**src/rtl/fpu_op_sequencer.sv**
```systemverilog
// Issue/capture stage around the FPU: accepts one operation, holds its operands on the FPU
// inputs for that opcode's fixed latency, captures the result and hands it to writeback.
// Every latency parameter must lie in 1..63 (the counter is 6 bits and loads LAT-1).
module fpu_op_sequencer #(
  parameter int unsigned ADDSUB_LAT = 7,
  parameter int unsigned MULT_LAT   = 5,
  parameter int unsigned DIV_LAT    = 28,
  parameter int unsigned FTOI_LAT   = 6,
  parameter int unsigned ITOF_LAT   = 6,
  parameter int unsigned SQRT_LAT   = 28
) (
  input  logic        iClk,
  input  logic        iRst,
  input  logic        iValid,
  output logic        oReady,
  input  logic [2:0]  iOperation,
  input  logic [31:0] iSrc0,
  input  logic [31:0] iSrc1,
  input  logic [4:0]  iDestTag,
  output logic [31:0] oFpuSrc0,
  output logic [31:0] oFpuSrc1,
  output logic [2:0]  oFpuOperation,
  input  logic [31:0] iFpuResult,
  output logic        oValid,
  input  logic        iReady,
  output logic [31:0] oResult,
  output logic [4:0]  oDestTag,
  output logic        oIllegal
);

  typedef enum logic [1:0] {StIdle, StExec, StDone} stateE;

  stateE       stateQ, stateD;
  logic [5:0]  cntQ, cntD;
  logic [31:0] src0Q, src0D, src1Q, src1D;
  logic [2:0]  opQ, opD;
  logic [4:0]  pendTagQ, pendTagD;
  logic [31:0] resultQ, resultD;
  logic [4:0]  tagQ, tagD;
  logic        illegalQ, illegalD;

  // Counter preload: latency minus one, so EXEC lasts exactly LAT cycles.
  function automatic logic [5:0] latMinus1(input logic [2:0] op);
    logic [5:0] v;
    case (op)
      3'b000, 3'b001: v = 6'(ADDSUB_LAT - 1);
      3'b010:         v = 6'(MULT_LAT - 1);
      3'b011:         v = 6'(DIV_LAT - 1);
      3'b100:         v = 6'(FTOI_LAT - 1);
      3'b101:         v = 6'(ITOF_LAT - 1);
      3'b110:         v = 6'(SQRT_LAT - 1);
      default:        v = 6'd0;
    endcase
    return v;
  endfunction

  // Next-state and handshake outputs.
  always_comb begin
    stateD   = stateQ;
    cntD     = cntQ;
    src0D    = src0Q;
    src1D    = src1Q;
    opD      = opQ;
    pendTagD = pendTagQ;
    resultD  = resultQ;
    tagD     = tagQ;
    illegalD = illegalQ;
    oReady   = 1'b0;
    oValid   = 1'b0;
    case (stateQ)
      StIdle: begin
        oReady = 1'b1;
        if (iValid) begin
          if (iOperation == 3'b111) begin
            // Illegal ops bypass the FPU, leaving its input registers untouched.
            resultD  = 32'd0;
            illegalD = 1'b1;
            tagD     = iDestTag;
            stateD   = StDone;
          end else begin
            src0D    = iSrc0;
            src1D    = iSrc1;
            opD      = iOperation;
            pendTagD = iDestTag;
            cntD     = latMinus1(iOperation);
            stateD   = StExec;
          end
        end
      end
      StExec: begin
        if (cntQ == 6'd0) begin
          resultD  = iFpuResult;
          illegalD = 1'b0;
          // Tag is published with the result so result outputs change together.
          tagD     = pendTagQ;
          stateD   = StDone;
        end else begin
          cntD = cntQ - 6'd1;
        end
      end
      StDone: begin
        oValid = 1'b1;
        if (iReady) stateD = StIdle;
      end
      default: stateD = StIdle;
    endcase
  end

  // State register with synchronous reset; reset discards any in-flight operation.
  always_ff @(posedge iClk) begin
    if (iRst) begin
      stateQ   <= StIdle;
      cntQ     <= 6'd0;
      src0Q    <= 32'd0;
      src1Q    <= 32'd0;
      opQ      <= 3'b000;
      pendTagQ <= 5'd0;
      resultQ  <= 32'd0;
      tagQ     <= 5'd0;
      illegalQ <= 1'b0;
    end else begin
      stateQ   <= stateD;
      cntQ     <= cntD;
      src0Q    <= src0D;
      src1Q    <= src1D;
      opQ      <= opD;
      pendTagQ <= pendTagD;
      resultQ  <= resultD;
      tagQ     <= tagD;
      illegalQ <= illegalD;
    end
  end

  assign oFpuSrc0      = src0Q;
  assign oFpuSrc1      = src1Q;
  assign oFpuOperation = opQ;
  assign oResult       = resultQ;
  assign oDestTag      = tagQ;
  assign oIllegal      = illegalQ;

endmodule
```
**config.mk**
```make
export PLATFORM = sky130hd
export DESIGN_NAME = fpu_op_sequencer
export DESIGN_NICKNAME = d
export VERILOG_FILES = /design/src/rtl/fpu_op_sequencer.sv
export SDC_FILE = /design/constraint.sdc
export NUM_CORES = 1
export LEC_CHECK = 0
export CAP_MARGIN = 15
export CORE_MARGIN = 2
export CORE_UTILIZATION = 25
export DETAILED_ROUTE_END_ITERATION = 8
export MAX_ROUTING_LAYER = met4
export PLACE_DENSITY = 0.63
export SLEW_MARGIN = 0
export SYNTH_ARGS = -nofsm -noshare
export SYNTH_HDL_FRONTEND = slang
export SYNTH_SLANG_ARGS = --single-unit
export TNS_END_PERCENT = 5
```
**constraint.sdc**
```tcl
create_clock -name iClk -period 1.58 [get_ports iClk]
set_clock_uncertainty 0.15 [all_clocks]
set_input_delay 0.316 -clock iClk [delete_from_list [all_inputs] [get_ports iClk]]
set_output_delay 0.316 -clock iClk [all_outputs]
set_load 0.05 [all_outputs]
```
==> impl_metrics.ini, run 1 <==
[critical_path]
reg2reg_slack_ns = -0.16
path_max_fanout = 16
r2r_end = oResult[1]$_SDFFE_PP0P_
endpoint_kind = flip-flop
critical_path_class = reg -> reg
timing.rr.start = cntQ[4]$_SDFFE_PP0P_
cp.arrival_ns = 1.88
required_ns = 1.72
crit_path_start_kind = flip-flop
r2r_cells = 6

[cts]
numClockSinks = 118
cts_root_buffer = clkbuf_16
cts_htree_levels = 4
clk_pin_slew_ns = 0.05
cts_buffers = 17
insertion_delay_ns = 0.41
clock_tree.buffer_depth = 2
cts_tree = built

[synth]
yosys.area_share.simple = 0.199
seq_area_frac_synth = 0.557
synth_area_leader_cell = dfxtp_1
synthMuxAreaShare = 0.00236
synth_compound_area_frac = 0.191
yosysWarningCount = 0
synth-main-ff-cell = dfxtp_1
yosys.area_share.adder = 0.00295
synth_edf_count = 0
postSynthAreaPerCell_um2 = 8.78
yosysTopAreaCellShare = 0.557
synth_xor_area_frac = 0.00413
synth_cells = 483
synthArstFlopShare = 0
syn_nets = 592
synth_top_family_by_area = simple AND/OR/NAND/NOR gates
synthDistinctLibCells = 40
synthTopCellsByArea = dfxtp_1 56%, nand2_1 13%, a21oi_1 8.7%
syn_area_mm2 = 0.00424
ys_ff_latch = 118

[global_routing]
grt_max_degree = 43
grt.overflow.total = 0
antenna_found_initial = 0
grt_first_pass_wirelength_um = 22200
grt_pass1_vias = 4221
grt_use_total = 0.162

[placed_design]
numPortBuffers = 214
dp_hpwl_um = 9950
dp.cells = 923
place_congestion = 0.788
dpl_cell_area_mm2 = 0.00795
pre_cts_ws_ns = -0.951

[timing]
finalSetupViolCount = 48
rsz0062_at_grt = yes
hold_viol_final = 0
period_share = 1.10
relSlewSlack = 0.717
period_needed_ns = 1.74
worst_pin_slew_ns = 0.424
fmax_ghz = 0.575
setup_slack_ns = -0.159
drv_slew = 0

[worst_hold_path]
min_to = oFpuSrc1[23]$_SDFFE_PP0P_
hold_class = in -> reg
whs_path_depth = 3
min_from = iRst

[routing]
drt_first_iter_violations = 163
viasPerCell = 4.47
drt-pass1-iter-count = 5
drc_errors = 0
route.vias.total = 4299
wire_per_inst_um = 14.8
ant_nets = 0
totalWireLength_um = 14300

[pwr]
power_density_mw_per_mm2 = 1210
ir_drop_uv = 994
leakage_nw = 3.40

[finish]
fin_nets = 838
most-common-layout-cells = 146 x nand2_1, 115 x buf_12, 112 x dfxtp_1, 106 x clkdlybuf4s50_1, 74 x a21oi_1
fin_util = 0.530
final_common_cell = nand2_1
syn2layout_area_growth_pct = 107
final_cells = 962
drive_above_1_share = 0.295
diodes = 0
fin_area_mm2 = 0.00880

[floorplanning]
die_w_um = 134
rows = 47
start_util = 0.256
core_mm2 = 0.0166
die-area_mm2 = 0.0180
dieHeight_um = 134
io_pins = 215

[outcome]
violations = negative setup slack
status = finished with violations

[job]
maxCapViolCount = 0
-- layout make-up --
class | instances | area, µm²
repair buffers | 262 | 3720
fillers | 1494 | 7790
flip-flops and latches | 118 | 2370
inverters | 3 | 11.3
clock inverters | 12 | 106
clock buffers | 20 | 447
well taps | 220 | 275
multi-input cells | 327 | 1870
-- sequential cells by signal, summed over array words and instances, names as in the netlist --
signal and flops:
oFpuSrc1 32, cntQ 6, stateQ 2, oDestTag 5, oFpuOperation 3, oIllegal 1, pendTagQ 5, oResult 32
oFpuSrc0 32
-- how the worst max path moves through the flow --
stage | start | end | slack (ns)
2_1_floorplan | cntQ[2]$_SDFFE_PP0P_ | oResult[10]$_SDFFE_PP0P_ | -0.13
3_3_place_gp | iOperation[2] | oResult[10]$_SDFFE_PP0P_ | -0.90
3_5_place_dp | iValid | oResult[2]$_SDFFE_PP0P_ | -0.95
4_1_cts | cntQ[4]$_SDFFE_PP0P_ | oResult[2]$_SDFFE_PP0P_ | -0.16
5_1_grt | cntQ[4]$_SDFFE_PP0P_ | oResult[1]$_SDFFE_PP0P_ | -0.19
6_report | cntQ[4]$_SDFFE_PP0P_ | oResult[1]$_SDFFE_PP0P_ | -0.16
-- cells by family (layout without fill, tap and decap cells) --
family | Yosys count | count (layout)
XOR/XNOR | 2 | 2
multiplexers | 1 | 1
flip-flops | 118 | 118
buffers and inverters | 39 | 297
adder cells (fa/ha/maj) | 1 | 1
AO/OA/AOI/OAI | 127 | 127
AND/OR/NAND/NOR | 195 | 196
-- cells in the mapped netlist (2+ instances only) --
cell type and count:
nor2b_1 9, o21ai_0 2, buf_1 3, nand2b_1 5, buf_2 13, inv_1 3, clkbuf_1 17, buf_6 3
nand3_1 5, a31oi_1 3, nor3_1 13, dfxtp_1 118, a21oi_1 74, nand2_1 147, a22o_1 32, a21o_1 2
a221oi_1 6, nor2_1 6
-- layer usage --
layer  track usage  up-vias  wire length, µm
li1              -     2151                -
met1         0.189     1997             6020
met2         0.261      142             7090
met3        0.0544        9              945
met4        0.0579        0              199
met5             -        -                0
-- where the power goes --
part | leakage, nW | internal (mW) | switching, mW
sequential | 0.967 | 3.27 | 0.274
clock | 0.262 | 2.19 | 1.40
combinational | 2.17 | 1.77 | 1.75
-- critical path, cell delays in order, from the launching register on --
cell	delay (ns)
dfxtp_2	0.31
or3_4	0.42
nor3_4	0.17
buf_12	0.14
nor3_4	0.05
buf_12	0.16
a22o_1	0.22
-- repair_timing --
action	in CTS	in global routing
pin swaps	4	29
resized for setup	29	13
hold buffers	0	0
endpoints found under the setup margin	99	104
gates cloned	2	0
buffers inserted	5	1
-- through the flow --
| step | hold slack [ns] | TNS [ns] | power [mW] |
|---|---|---|---|
| after CTS | 0.127 | -5.47 | 10.7 |
| after detailed placement | 0.299 | -64.29 | 6.90 |
| after floorplan | 0.286 | -5.66 | 5.07 |
| final | 0.142 | -5.21 | 10.7 |
| after global routing | 0.127 | -11.06 | 11.1 |
| after global placement | 0.293 | -61.18 | 6.86 |
Note: power is estimated with default switching activity, not from simulation.
==> inputs of run 2 (changes only) <==
- CORE_UTILIZATION: 25 -> 36
- CTS_CLUSTER_DIAMETER: default -> 120
- PLACE_DENSITY: 0.63 -> 0.82
==> impl_metrics.ini, run 2 (same netlist as run 1, synthesis figures left out) <==
[outcome]
status = finished with violations
violations = negative setup slack

[timing]
hold_viol_final = 0
hold_ws_ns = 0.309
period_needed_ns = 1.82
drv_slew = 0
tns_ns = -7.65
fmax_ghz = 0.549
period_share = 1.15
relSlewSlack = 0.643
setup_slack_ns = -0.241
finalSetupViolCount = 96
rsz0062_at_grt = yes
worst_pin_slew_ns = 0.536

[critical_path]
critical_path_buf_inv_count = 2
critical_path_class = reg -> reg
crit_path_max_incr_delay_ns = 0.42
r2r_cells = 6
reg2reg_slack_ns = -0.24
endpoint_kind = flip-flop
critical_path.top_delay_family = simple AND/OR/NAND/NOR gates
r2r_end = oResult[21]$_SDFFE_PP0P_
cp.arrival_ns = 1.97
crit_path_start_kind = flip-flop
crit_path_top_delay_cell = or3_4
timing.rr.start = cntQ[4]$_SDFFE_PP0P_
required_ns = 1.73
path_max_fanout = 7
cp_cell_sequence = or3_4, nor3_4, buf_6, nor3_4, buf_6, a22o_1

[cts]
cts_htree_levels = 4
numClockSinks = 118
clk_pin_slew_ns = 0.07
clock_tree.buffer_depth = 2
cts_root_buffer = clkbuf_16
cts_buffers = 17
insertion_delay_ns = 0.40
cts_tree = built

[finish]
fin_util = 0.755
final_cells = 876
final_common_cell = nand2_1
drive_above_1_share = 0.308
most-common-layout-cells = 145 x nand2_1, 113 x dfxtp_1, 112 x buf_12, 106 x clkdlybuf4s50_1, 57 x a21oi_1
fin_nets = 829
syn2layout_area_growth_pct = 104
diodes = 0

[worst_hold_path]
hold_class = in -> reg
whs_path_depth = 3
min_from = iSrc1[19]
min_to = oFpuSrc1[19]$_SDFFE_PP0P_

[routing]
drt-pass1-iter-count = 4
ant_nets = 0
drc_errors = 0
viasPerCell = 5.09
drt_first_iter_violations = 285
totalWireLength_um = 14800
wire_per_inst_um = 16.9
route.vias.total = 4463

[placed_design]
numPortBuffers = 214
pre_cts_ws_ns = -0.971
place_congestion = 0.842
dp_hpwl_um = 10200
dp.cells = 835

[global_routing]
grt.overflow.total = 0
antenna_found_initial = 0
grt_use_total = 0.232
grt_pass1_vias = 4670
grt_first_pass_wirelength_um = 22800
grt_max_degree = 43

[floorplanning]
core_mm2 = 0.0115
die_w_um = 113
io_pins = 215
rows = 39
start_util = 0.370
die-area_mm2 = 0.0127
dieHeight_um = 113

[pwr]
power_density_mw_per_mm2 = 1250
clkPwrFrac = 0.348
leakage_nw = 3.37
combinationalPowerShare = 0.323
power_frac_seq = 0.329
swShare = 0.332
intPower_mw = 7.22
p_sw_mw = 3.59
ir_drop_uv = 920

[job]
maxCapViolCount = 0
-- run 2: what timing repair did --
action,CTS,global route
gates cloned,2,0
resized for setup,30,32
endpoints found under the hold margin,0,0
setup buffers,7,2
hold buffers,0,0
pin swaps,27,15
endpoints found under the setup margin,91,117
-- run 2: layout make-up --
class,count,area (µm²)
Clock buffer,17,425
Clock inverter,15,158
Fill cell,732,2810
Inverter,3,11.3
Multi-Input combinational cell,327,1890
Sequential cell,118,2370
Tap cell,143,179
Timing Repair Buffer,253,3620
-- run 2: worst max path at each step --
stage,from,to,slack (ns),cells after the start
6_report,cntQ[4]$_SDFFE_PP0P_,oResult[21]$_SDFFE_PP0P_,-0.24,6
5_1_grt,cntQ[4]$_SDFFE_PP0P_,oResult[21]$_SDFFE_PP0P_,-0.27,6
4_1_cts,stateQ[1]$_SDFFE_PP0P_,cntQ[3]$_SDFFE_PP0P_,-0.16,5
3_5_place_dp,iOperation[0],oResult[16]$_SDFFE_PP0P_,-0.97,5
3_3_place_gp,iOperation[0],oResult[6]$_SDFFE_PP0P_,-0.84,5
2_1_floorplan,cntQ[2]$_SDFFE_PP0P_,oResult[10]$_SDFFE_PP0P_,-0.13,5
-- run 2: worst register-to-register path, stage by stage, from the launching register on --
cell and delay [ns]:
dfxtp_1 0.33, or3_4 0.42, nor3_4 0.26, buf_6 0.16, nor3_4 0.05, buf_6 0.14, a22o_1 0.21
-- run 2: stage by stage --
stage	power [mW]	cell area, µm²
after floorplan	5.07	4250
after global placement	6.73	7750
after detailed placement	6.82	7750
after CTS	10.8	8550
after global routing	11.2	8650
final	10.8	8650
-- run 2: power by group through the flow --
stage	logic (mW)	clock network (mW)	registers, mW
global route	3.65	3.95	3.58
detailed placement	3.22	0	3.60
finish	3.50	3.76	3.55
floorplan	0.778	0	4.29
CTS	3.40	3.81	3.55
global placement	3.15	0	3.58
-- run 2: metal layers --
metal	vias to the layer above	GRT usage	part of all wire
met4	0	0.0984	0.032
li1	2134	-	-
met2	185	0.415	0.52
met1	2108	0.246	0.39
met5	-	-	0
met3	36	0.0518	0.057
